`src/rtl/cartridge_pkg.sv`:
```
// ============================================================================
// Module : cartridge_pkg
// Brief  : Shared types and constants for the Game Boy cartridge bus responder.
// Rev    : 1.0  initial release
// ============================================================================
`default_nettype none

package cartridge_pkg;

  typedef enum logic [3:0] {
    ST_IDLE       = 4'd0,
    ST_SETTLE     = 4'd1,
    ST_RD_REQ     = 4'd2,
    ST_RD_WAIT    = 4'd3,
    ST_RD_DIR     = 4'd4,
    ST_DRIVE      = 4'd5,
    ST_RD_RELEASE = 4'd6,
    ST_DRAIN      = 4'd7,
    ST_WR_COLLECT = 4'd8,
    ST_WR_REQ     = 4'd9
  } state_t;

  // ROM lives wherever A15 is clear; external RAM is the A000-BFFF window.
  localparam logic [15:0] c_ROM_MASK = 16'h8000;
  localparam logic [2:0]  c_RAM_BASE = 3'b101;

  localparam logic        c_NRD_IDLE = 1'b1;
  localparam logic        c_NWR_IDLE = 1'b1;
  localparam logic        c_NCS_IDLE = 1'b1;
  localparam logic [15:0] c_A_IDLE   = 16'h0000;
  localparam logic [7:0]  c_D_IDLE   = 8'h00;

  localparam int          c_BUS_W    = 27;
  localparam logic [c_BUS_W-1:0] c_BUS_IDLE =
    {c_A_IDLE, c_D_IDLE, c_NRD_IDLE, c_NWR_IDLE, c_NCS_IDLE};

  function automatic logic is_hit(input logic [15:0] a, input logic ncs);
    return ((a & c_ROM_MASK) == 16'h0000) || ((a[15:13] == c_RAM_BASE) && !ncs);
  endfunction

  function automatic logic [15:0] sat_inc16(input logic [15:0] v);
    return (v == 16'hFFFF) ? v : v + 16'd1;
  endfunction

endpackage

`default_nettype wire

```
`src/rtl/cartridge_input_sync.sv`:
```
// ============================================================================
// Module : cartridge_input_sync
// Brief  : Multi-stage synchroniser for the asynchronous cartridge bus inputs.
// Rev    : 1.0  initial release
// ============================================================================
`default_nettype none

module cartridge_input_sync #(
  parameter int               WIDTH       = 27,
  parameter int               SYNC_STAGES = 2,
  parameter logic [WIDTH-1:0] RESET_VALUE = '0
) (
  input  logic             clk,
  input  logic             rst,
  input  logic [WIDTH-1:0] i_data,
  output logic [WIDTH-1:0] o_data
);

  logic [SYNC_STAGES-1:0][WIDTH-1:0] r_stage;

  always_ff @(posedge clk or posedge rst) begin
    if (rst) begin
      for (int i = 0; i < SYNC_STAGES; i++) r_stage[i] <= RESET_VALUE;
    end else begin
      r_stage[0] <= i_data;
      for (int i = 1; i < SYNC_STAGES; i++) r_stage[i] <= r_stage[i-1];
    end
  end

  assign o_data = r_stage[SYNC_STAGES-1];

endmodule

`default_nettype wire

```
`src/rtl/cartridge_bus_responder.sv`:
```
// ============================================================================
// Module : cartridge_bus_responder
// Brief  : Acts as a Game Boy cartridge, forwarding bus accesses to a backend.
// Rev    : 1.0  initial release
// ============================================================================
`default_nettype none

module cartridge_bus_responder
  import cartridge_pkg::*;
#(
  parameter int SYNC_STAGES   = 2,
  parameter int SETTLE_CYCLES = 4
) (
  input  logic        clock,
  input  logic        reset,
  input  logic [15:0] cart_a,
  input  logic [7:0]  cart_d_in,
  input  logic        cart_nrd,
  input  logic        cart_nwr,
  input  logic        cart_ncs,
  output logic [7:0]  cart_d_out,
  output logic        cart_d_oe,
  output logic        cart_dir_d,
  output logic        mem_req_valid,
  input  logic        mem_req_ready,
  output logic        mem_req_write,
  output logic [15:0] mem_req_addr,
  output logic [7:0]  mem_req_wdata,
  input  logic        mem_rsp_valid,
  input  logic [7:0]  mem_rsp_rdata,
  output logic        busy,
  output logic [15:0] miss_count
);

  localparam logic [3:0] c_SETTLE_LAST = 4'(SETTLE_CYCLES - 1);

  logic [c_BUS_W-1:0] w_bus_s;
  logic [15:0]        w_a_s;
  logic [7:0]         w_d_s;
  logic               w_nrd_s;
  logic               w_nwr_s;
  logic               w_ncs_s;

  cartridge_input_sync #(
    .WIDTH       (c_BUS_W),
    .SYNC_STAGES (SYNC_STAGES),
    .RESET_VALUE (c_BUS_IDLE)
  ) u_sync (
    .clk    (clock),
    .rst    (reset),
    .i_data ({cart_a, cart_d_in, cart_nrd, cart_nwr, cart_ncs}),
    .o_data (w_bus_s)
  );

  assign {w_a_s, w_d_s, w_nrd_s, w_nwr_s, w_ncs_s} = w_bus_s;

  state_t      r_state;
  logic [15:0] r_addr;
  logic [7:0]  r_wdata;
  logic [3:0]  r_settle;
  logic        r_nwr_d;
  logic        r_gone;
  logic [7:0]  r_d_out;
  logic        r_oe;
  logic        r_dir;
  logic        r_valid;
  logic        r_write;
  logic [15:0] r_req_addr;
  logic [7:0]  r_req_wdata;
  logic [15:0] r_miss;

  logic w_hit;
  logic w_nwr_fall;
  logic w_abandon;

  assign w_hit      = is_hit(w_a_s, w_ncs_s);
  assign w_nwr_fall = r_nwr_d && !w_nwr_s;
  // The console has moved on from the read we latched.
  assign w_abandon  = (w_a_s != r_addr) || w_nrd_s || !w_nwr_s;

  always_ff @(posedge clock or posedge reset) begin
    if (reset) begin
      r_state     <= ST_IDLE;
      r_addr      <= 16'h0000;
      r_wdata     <= 8'h00;
      r_settle    <= 4'd0;
      r_nwr_d     <= c_NWR_IDLE;
      r_gone      <= 1'b0;
      r_d_out     <= 8'h00;
      r_oe        <= 1'b0;
      r_dir       <= 1'b0;
      r_valid     <= 1'b0;
      r_write     <= 1'b0;
      r_req_addr  <= 16'h0000;
      r_req_wdata <= 8'h00;
      r_miss      <= 16'h0000;
    end else begin
      r_nwr_d <= w_nwr_s;
      case (r_state)
        ST_IDLE: begin
          if (w_hit && w_nwr_fall) begin
            r_addr  <= w_a_s;
            r_wdata <= w_d_s;
            r_state <= ST_WR_COLLECT;
          end else if (!w_nrd_s && w_nwr_s && w_hit) begin
            r_addr   <= w_a_s;
            r_settle <= 4'd0;
            r_state  <= ST_SETTLE;
          end
        end
        ST_SETTLE: begin
          if (w_nrd_s) begin
            r_state <= ST_IDLE;
          end else if (w_a_s != r_addr) begin
            if (w_hit) begin
              r_addr   <= w_a_s;
              r_settle <= 4'd0;
            end else begin
              r_state <= ST_IDLE;
            end
          end else if (r_settle == c_SETTLE_LAST) begin
            r_valid    <= 1'b1;
            r_write    <= 1'b0;
            r_req_addr <= r_addr;
            r_gone     <= 1'b0;
            r_state    <= ST_RD_REQ;
          end else begin
            r_settle <= r_settle + 4'd1;
          end
        end
        ST_RD_REQ: begin
          if (mem_req_ready) begin
            r_valid <= 1'b0;
            if (r_gone || w_abandon) begin
              r_miss  <= sat_inc16(r_miss);
              r_state <= ST_DRAIN;
            end else begin
              r_state <= ST_RD_WAIT;
            end
          end else if (w_abandon) begin
            r_gone <= 1'b1;
          end
        end
        ST_RD_WAIT: begin
          if (w_abandon) begin
            r_miss  <= sat_inc16(r_miss);
            // A response arriving in the same cycle is already consumed here.
            r_state <= mem_rsp_valid ? ST_IDLE : ST_DRAIN;
          end else if (mem_rsp_valid) begin
            r_d_out <= mem_rsp_rdata;
            r_dir   <= 1'b1;
            r_state <= ST_RD_DIR;
          end
        end
        ST_RD_DIR: begin
          if (w_abandon) begin
            r_miss  <= sat_inc16(r_miss);
            r_state <= ST_RD_RELEASE;
          end else begin
            r_oe    <= 1'b1;
            r_state <= ST_DRIVE;
          end
        end
        ST_DRIVE: begin
          if (w_abandon) begin
            r_oe    <= 1'b0;
            r_state <= ST_RD_RELEASE;
          end
        end
        ST_RD_RELEASE: begin
          r_dir   <= 1'b0;
          r_state <= ST_IDLE;
        end
        ST_DRAIN: begin
          if (mem_rsp_valid) r_state <= ST_IDLE;
        end
        ST_WR_COLLECT: begin
          if (!w_nwr_s) begin
            r_wdata <= w_d_s;
          end else begin
            r_valid     <= 1'b1;
            r_write     <= 1'b1;
            r_req_addr  <= r_addr;
            r_req_wdata <= r_wdata;
            r_state     <= ST_WR_REQ;
          end
        end
        ST_WR_REQ: begin
          if (mem_req_ready) begin
            r_valid <= 1'b0;
            r_state <= ST_IDLE;
          end
        end
        default: r_state <= ST_IDLE;
      endcase
    end
  end

  assign cart_d_out    = r_d_out;
  assign cart_d_oe     = r_oe;
  assign cart_dir_d    = r_dir;
  assign mem_req_valid = r_valid;
  assign mem_req_write = r_write;
  assign mem_req_addr  = r_req_addr;
  assign mem_req_wdata = r_req_wdata;
  assign busy          = (r_state != ST_IDLE);
  assign miss_count    = r_miss;

endmodule

`default_nettype wire
```
`config.mk`:
```
export PLATFORM = sky130hd
export DESIGN_NAME = cartridge_bus_responder
export DESIGN_NICKNAME = d
export VERILOG_FILES = /design/src/rtl/cartridge_pkg.sv /design/src/rtl/cartridge_input_sync.sv /design/src/rtl/cartridge_bus_responder.sv
export SDC_FILE = /design/constraint.sdc
export NUM_CORES = 1
export LEC_CHECK = 0
export ABC_AREA = 1
export BUFFER_PORTS_ARGS = -buffer_cell sky130_fd_sc_hd__buf_2
export CAP_MARGIN = 20
export CORE_AREA = 2 2 117 119
export DETAILED_ROUTE_END_ITERATION = 6
export DIE_AREA = 0 0 119 121
export GPL_TIMING_DRIVEN = 0
export PLACE_DENSITY = 0.68
export SLEW_MARGIN = 20
export SYNTH_ARGS = -nofsm -noshare
export SYNTH_HDL_FRONTEND = slang
export SYNTH_SLANG_ARGS = --single-unit
```
`constraint.sdc`:
```
create_clock -name clock -period 3.6 [get_ports clock]
set_input_delay 0 -clock clock [delete_from_list [all_inputs] [get_ports clock]]
set_output_delay 0 -clock clock [all_outputs]
set_load 0.01 [all_outputs]
```
After elaboration in Yosys (flattened, before gate mapping). Cells that the tools add are included.

Output and inout bits: 53. Word-level logic and storage cells: 159. Bits in registers: 140.

Bitwise operators: 1. Reduce and logical (&&, ||, !) cells: 37. Equality and inequality tests: 41. Add/subtract/negate cells: 2. Multiplexer cells: 62.

Operators with widths (count): 2-to-1 mux 16 bit (13); one-hot mux 16 bit (2 select lines) (3); 2-to-1 mux 4 bit (19); != test 2 bit (second input constant) (19); one-hot mux 4 bit (9 select lines) (1); AND reduction 6 bit (3); adder 16 x 1 -> 16 bit (second input constant) (1); equality test 16 bit (second input constant) (1); equality test 4 x 3 -> 1 bit (second input constant) (4); logical NOT 16 bit (1); 2-to-1 mux 8 bit (2); != test 16 bit (1); one-hot mux 8 bit (2 select lines) (1); 2-to-1 mux 1 bit (14); nonzero test 2 bit (7); equality test 4 x 2 -> 1 bit (second input constant) (3); != test 3 bit (second input constant) (4); AND reduction 3 bit (4); AND reduction 5 bit (2); AND reduction 9 bit (1); equality test 4 bit (second input constant) (2); != test 4 x 3 -> 1 bit (second input constant) (2); one-hot mux 1 bit (2 select lines) (4); one-hot mux 4 bit (2 select lines) (1); other kinds (17) (30).

Depth between registers and ports, before layout.
Depth in word-level cells: 7. Depth in mapped cells: 14. Depth with buffers taken out: 12.

Cells and area by module. From an unflattened synthesis, not the netlist that was laid out.

Cells, all modules: 679. Area total of the unflattened synthesis: 6062.1 µm².

Modules (own cells, without submodules): cartridge_bus_responder (seq. area each 2153.3 µm², cells each 597, instances 1, area each 4496.8 µm²); cartridge_input_sync (seq. area each 1358.8 µm², cells each 82, instances 1, area each 1565.3 µm²).

Least setup slack after synthesis. Ideal clock, no wire load.

Kind: register -> register. Start point: register u_sync.r_stage (netlist bit u_sync.o_data[1]). End point: register r_addr[10]. Arrival: 1.636 ns. Path buffers: 2. Cell stages (with the launch flop): 10. Required time: 3.481 ns. Period minus slack after synthesis: 1.755 ns. Slack: 1.845 ns. Cells stage by stage: dfstp_2 -> inv_1 -> nor2_1 -> a21oi_1 -> a21oi_2 -> nand2_2 -> buf_6 -> buf_8 -> nand2_2 -> o21ai_2.

Word-level cells in the longest chain between the ends: 5. Elaborated cells on any way between the ends: 9. Those cells by class: 1 x eq/ne; 2 x mux; 6 x reduce/logical.

RTL lines: start, declared (line cartridge_input_sync.sv:19) `logic [SYNC_STAGES-1:0][WIDTH-1:0] r_stage;`; logical NOT 1 bit; logical AND 1 bit (line cartridge_bus_responder.sv:77) `assign w_nwr_fall = r_nwr_d && !w_nwr_s;`; logical AND 1 bit (line cartridge_bus_responder.sv:101) `if (w_hit && w_nwr_fall) begin`; != test 3 bit (no line) / 2-to-1 mux 16 bit (equally long branches); AND reduction 5 bit (no line) / one-hot mux 16 bit (2 select lines) (equally long branches); end signal, assigned (line cartridge_bus_responder.sv:102) `r_addr <= w_a_s;`; end signal, assigned (line cartridge_bus_responder.sv:106) `r_addr <= w_a_s;`; end signal, assigned (line cartridge_bus_responder.sv:116) `r_addr <= w_a_s;`; end, declared (line cartridge_bus_responder.sv:58) `logic [15:0] r_addr;`.

Parallel ways exist; a longest one is shown, timed or not. A chain may end at the register's enable or synchronous reset.

Final worst setup path.
Start point: register u_sync.r_stage (netlist bit u_sync.o_data[1]). End point: register r_addr[9].

Same word-level chain as after synthesis.

==> impl_metrics.json <==
{
  "status": "complete, no violations",
  "reg2reg_from": "u_sync.o_data[1]",
  "drc_errors": 0,
  "initial_core_util": 0.447,
  "die_area_mm2": 0.0144,
  "overflow": 0,
  "ys.warnings.count": 0,
  "drv_cap": 0,
  "synthesis.nets": 648,
  "pin_count": 92,
  "ant_nets": 0,
  "stdcell_area_mm2": 0.00755,
  "rr_endpoint": "r_addr[9]",
  "synth_largest_area_cell": "dfrtp_1",
  "power_uw": 5480,
  "ys.flop_type": "dfrtp_1",
  "fill_cells": 1115,
  "htreeDepth": 4,
  "required_ns": 3.91,
  "finalSetupTns_ns": 0,
  "holdPathEnd": "r_state[1]",
  "cellLeakagePower_uw": 0.00384,
  "worstPathMaxFanout": 10,
  "synth_seq_cells": 140,
  "cts_buffer_depth": 2,
  "min_from": "mem_rsp_valid",
  "place_area_mm2": 0.00661,
  "chipWidth_um": 119,
  "grt_pass1_wl_um": 21500,
  "synth-async-reset-ratio": 1.00,
  "setup_viol": 0,
  "reg2reg_depth": 9,
  "layout_commonest_cell": "nand2_1",
  "post-route-min-period_ns": 2.07,
  "synthCells": 607,
  "ys_top_cells_by_area": "dfrtp_1 57%, nand2_1 11%, inv_1 3.8%",
  "hold_path.class": "in2reg",
  "post_cts.repair.setup_buffers": 0,
  "ir_drop_mv": 0.350,
  "clk_pin_slew_worst_paths_ns": 0.06,
  "ys_types": 34,
  "stdcell_count": 947,
  "globalplace.congestion": 0.890,
  "rsz0062_at_grt": "false",
  "dp_hpwl_um": 8850,
  "cts.sinks": 140,
  "fp.dieH_um": 121,
  "grt_max_degree": 36,
  "n_antenna_cell": 0,
  "endpoint_kind": "flop",
  "ctsHoldBuffers": 37,
  "synthToLayoutAreaGrowth_pct": 29.2,
  "rrSetupSlack_ns": 1.53,
  "numCtsBuffers": 17,
  "antenna_found_initial": 0,
  "max_freq_ghz": 0.484,
  "p_per_area_mw_per_mm2": 725,
  "insertion_delay_ns": 0.42,
  "slew_violations": 0,
  "drtPass1Iterations": 4,
  "cts_resized": 0,
  "final_cell_mix": "178 x nand2_1, 133 x dfrtp_1, 95 x buf_2",
  "via_per_inst": 4.80,
  "final_hold_viol_count": 0,
  "num_rows": 42,
  "grt.total_usage": 0.191,
  "tightestPinTransition_ns": 0.640,
  "cts_tree": "done",
  "critPathLaunchType": "flop",
  "finClkSkew_ns": 0.00635,
  "dp.cells": 878,
  "synth_top_area_frac": 0.569,
  "slew_headroom": 0.573,
  "nets": 799,
  "drt_iter0_markers": 270,
  "vias": 4548,
  "arrival_ns": 2.37,
  "final_layout_size_suffix_gt1_frac": 0.257,
  "netlist_area_mm2": 0.00584,
  "worstHoldPathCells": 6,
  "fin_crit_sh": 0.574,
  "yosysSeqAreaShare": 0.601,
  "grt_pass1_vias": 4591,
  "wire_per_inst_um": 13.4,
  "synth_edf_count": 0,
  "coreArea_mm2": 0.0131,
  "numPortBuffers": 91,
  "ctsRootBufferMaster": "clkbuf_16",
  "wl_um": 12700,
  "worstSetupPathType": "reg2reg",
  "avgSynthCellArea_um2": 9.63
}
[state kept, by name, summed over array words and instances, names as in the netlist]
name / flops
u_sync.o_data: 27
u_sync.r_stage: 27
mem_req_addr: 16
miss_count: 16
r_addr: 16
cart_d_out: 8
mem_req_wdata: 8
r_wdata: 8
r_settle: 4
r_state: 4
cart_d_oe: 1
cart_dir_d: 1
mem_req_valid: 1
mem_req_write: 1
r_gone: 1
r_nwr_d: 1
[worst max path at each step]
stage / startpoint / to / slack (ns) / depth (start not counted)
2_1_floorplan: u_sync.o_data[1] / r_addr[10] / 1.85 / 9
4_1_cts: u_sync.o_data[1] / r_addr[9] / 1.53 / 9
3_5_place_dp: miss_count[0] / miss_count[13] / 1.55 / 9
3_3_place_gp: reset / cart_d_out[2] / 1.08 / 2
6_report: u_sync.o_data[1] / r_addr[9] / 1.53 / 9
5_1_grt: miss_count[0] / miss_count[8] / 1.34 / 9
[cell usage after synthesis, types with 3 or more instances]
cell type and count:
buf_6 4, nand4_1 8, dfstp_2 7, nand2_1 178
dfrtp_1 133, buf_2 4, xnor2_1 7, xor2_1 13
nand2_2 13, a21oi_1 3, nand3_1 41, nor2_4 5
inv_2 7, nor2_1 32, inv_1 59, o21bai_1 4
o21ai_2 20, nor3_1 7, o21ai_0 35, clkbuf_1 3
nor2_2 4
[report_power, final]
part	total, uW	leakage (uW)	internal, uW	switching, uW
Sequential	2150	0.00174	1920	229
Clock	1660	0.000282	1020	641
Combinational	1670	0.00182	652	1020
Total	5480	0.00384	3590	1890
[stage by stage]
| stage | utilization | setup slack [ns] | hold slack (ns) |
|---|---|---|---|
| floorplan | - | 1.85 | 0.00448 |
| global placement | 0.499 | 1.08 | 0.108 |
| detailed placement | 0.505 | 1.55 | 0.109 |
| CTS | 0.577 | 1.53 | 0.0485 |
| global route | 0.577 | 1.34 | 0.129 |
| finish | 0.577 | 1.53 | 0.0734 |
[kinds of logic after synthesis]
kind of cell             count (synthesis)  share of synthesized area
flip-flops                             140                      0.601
buffers and inverters                   79                     0.0606
AO/OA/AOI/OAI                           70                     0.0775
AND/OR/NAND/NOR                        296                      0.227
XOR/XNOR                                20                     0.0300
adder cells (fa/ha/maj)                  2                    0.00428
[final cells by class]
class	count	area, um2	share of cell area
Clock inverter	10	87.6	0.0116
Clock buffer	22	484	0.0641
Inverter	66	251	0.0333
Timing Repair Buffer	132	913	0.121
Buffer	13	106	0.0141
Sequential cell	140	3510	0.465
Multi-Input combinational cell	388	1980	0.262
Tap cell	176	220	0.0292
[critical path: stages, from the launching register on]
cell     delay [ns]
dfstp_2        0.53
inv_1          0.08
nor2_1         0.33
a21oi_1        0.20
a21oi_2        0.28
nand2_2        0.10
buf_6          0.15
buf_8          0.15
nand2_2        0.08
o21ai_2        0.06
[routing by layer]
layer / GRT usage / routed length [um] / vias to the layer above
met5: 0 / 0 / -
met4: 0.101 / 301 / 0
met3: 0.0446 / 462 / 21
met2: 0.308 / 6220 / 103
met1: 0.241 / 5710 / 2200
li1: - / - / 2224
No activity file was read; power rests on OpenSTA's default activity.
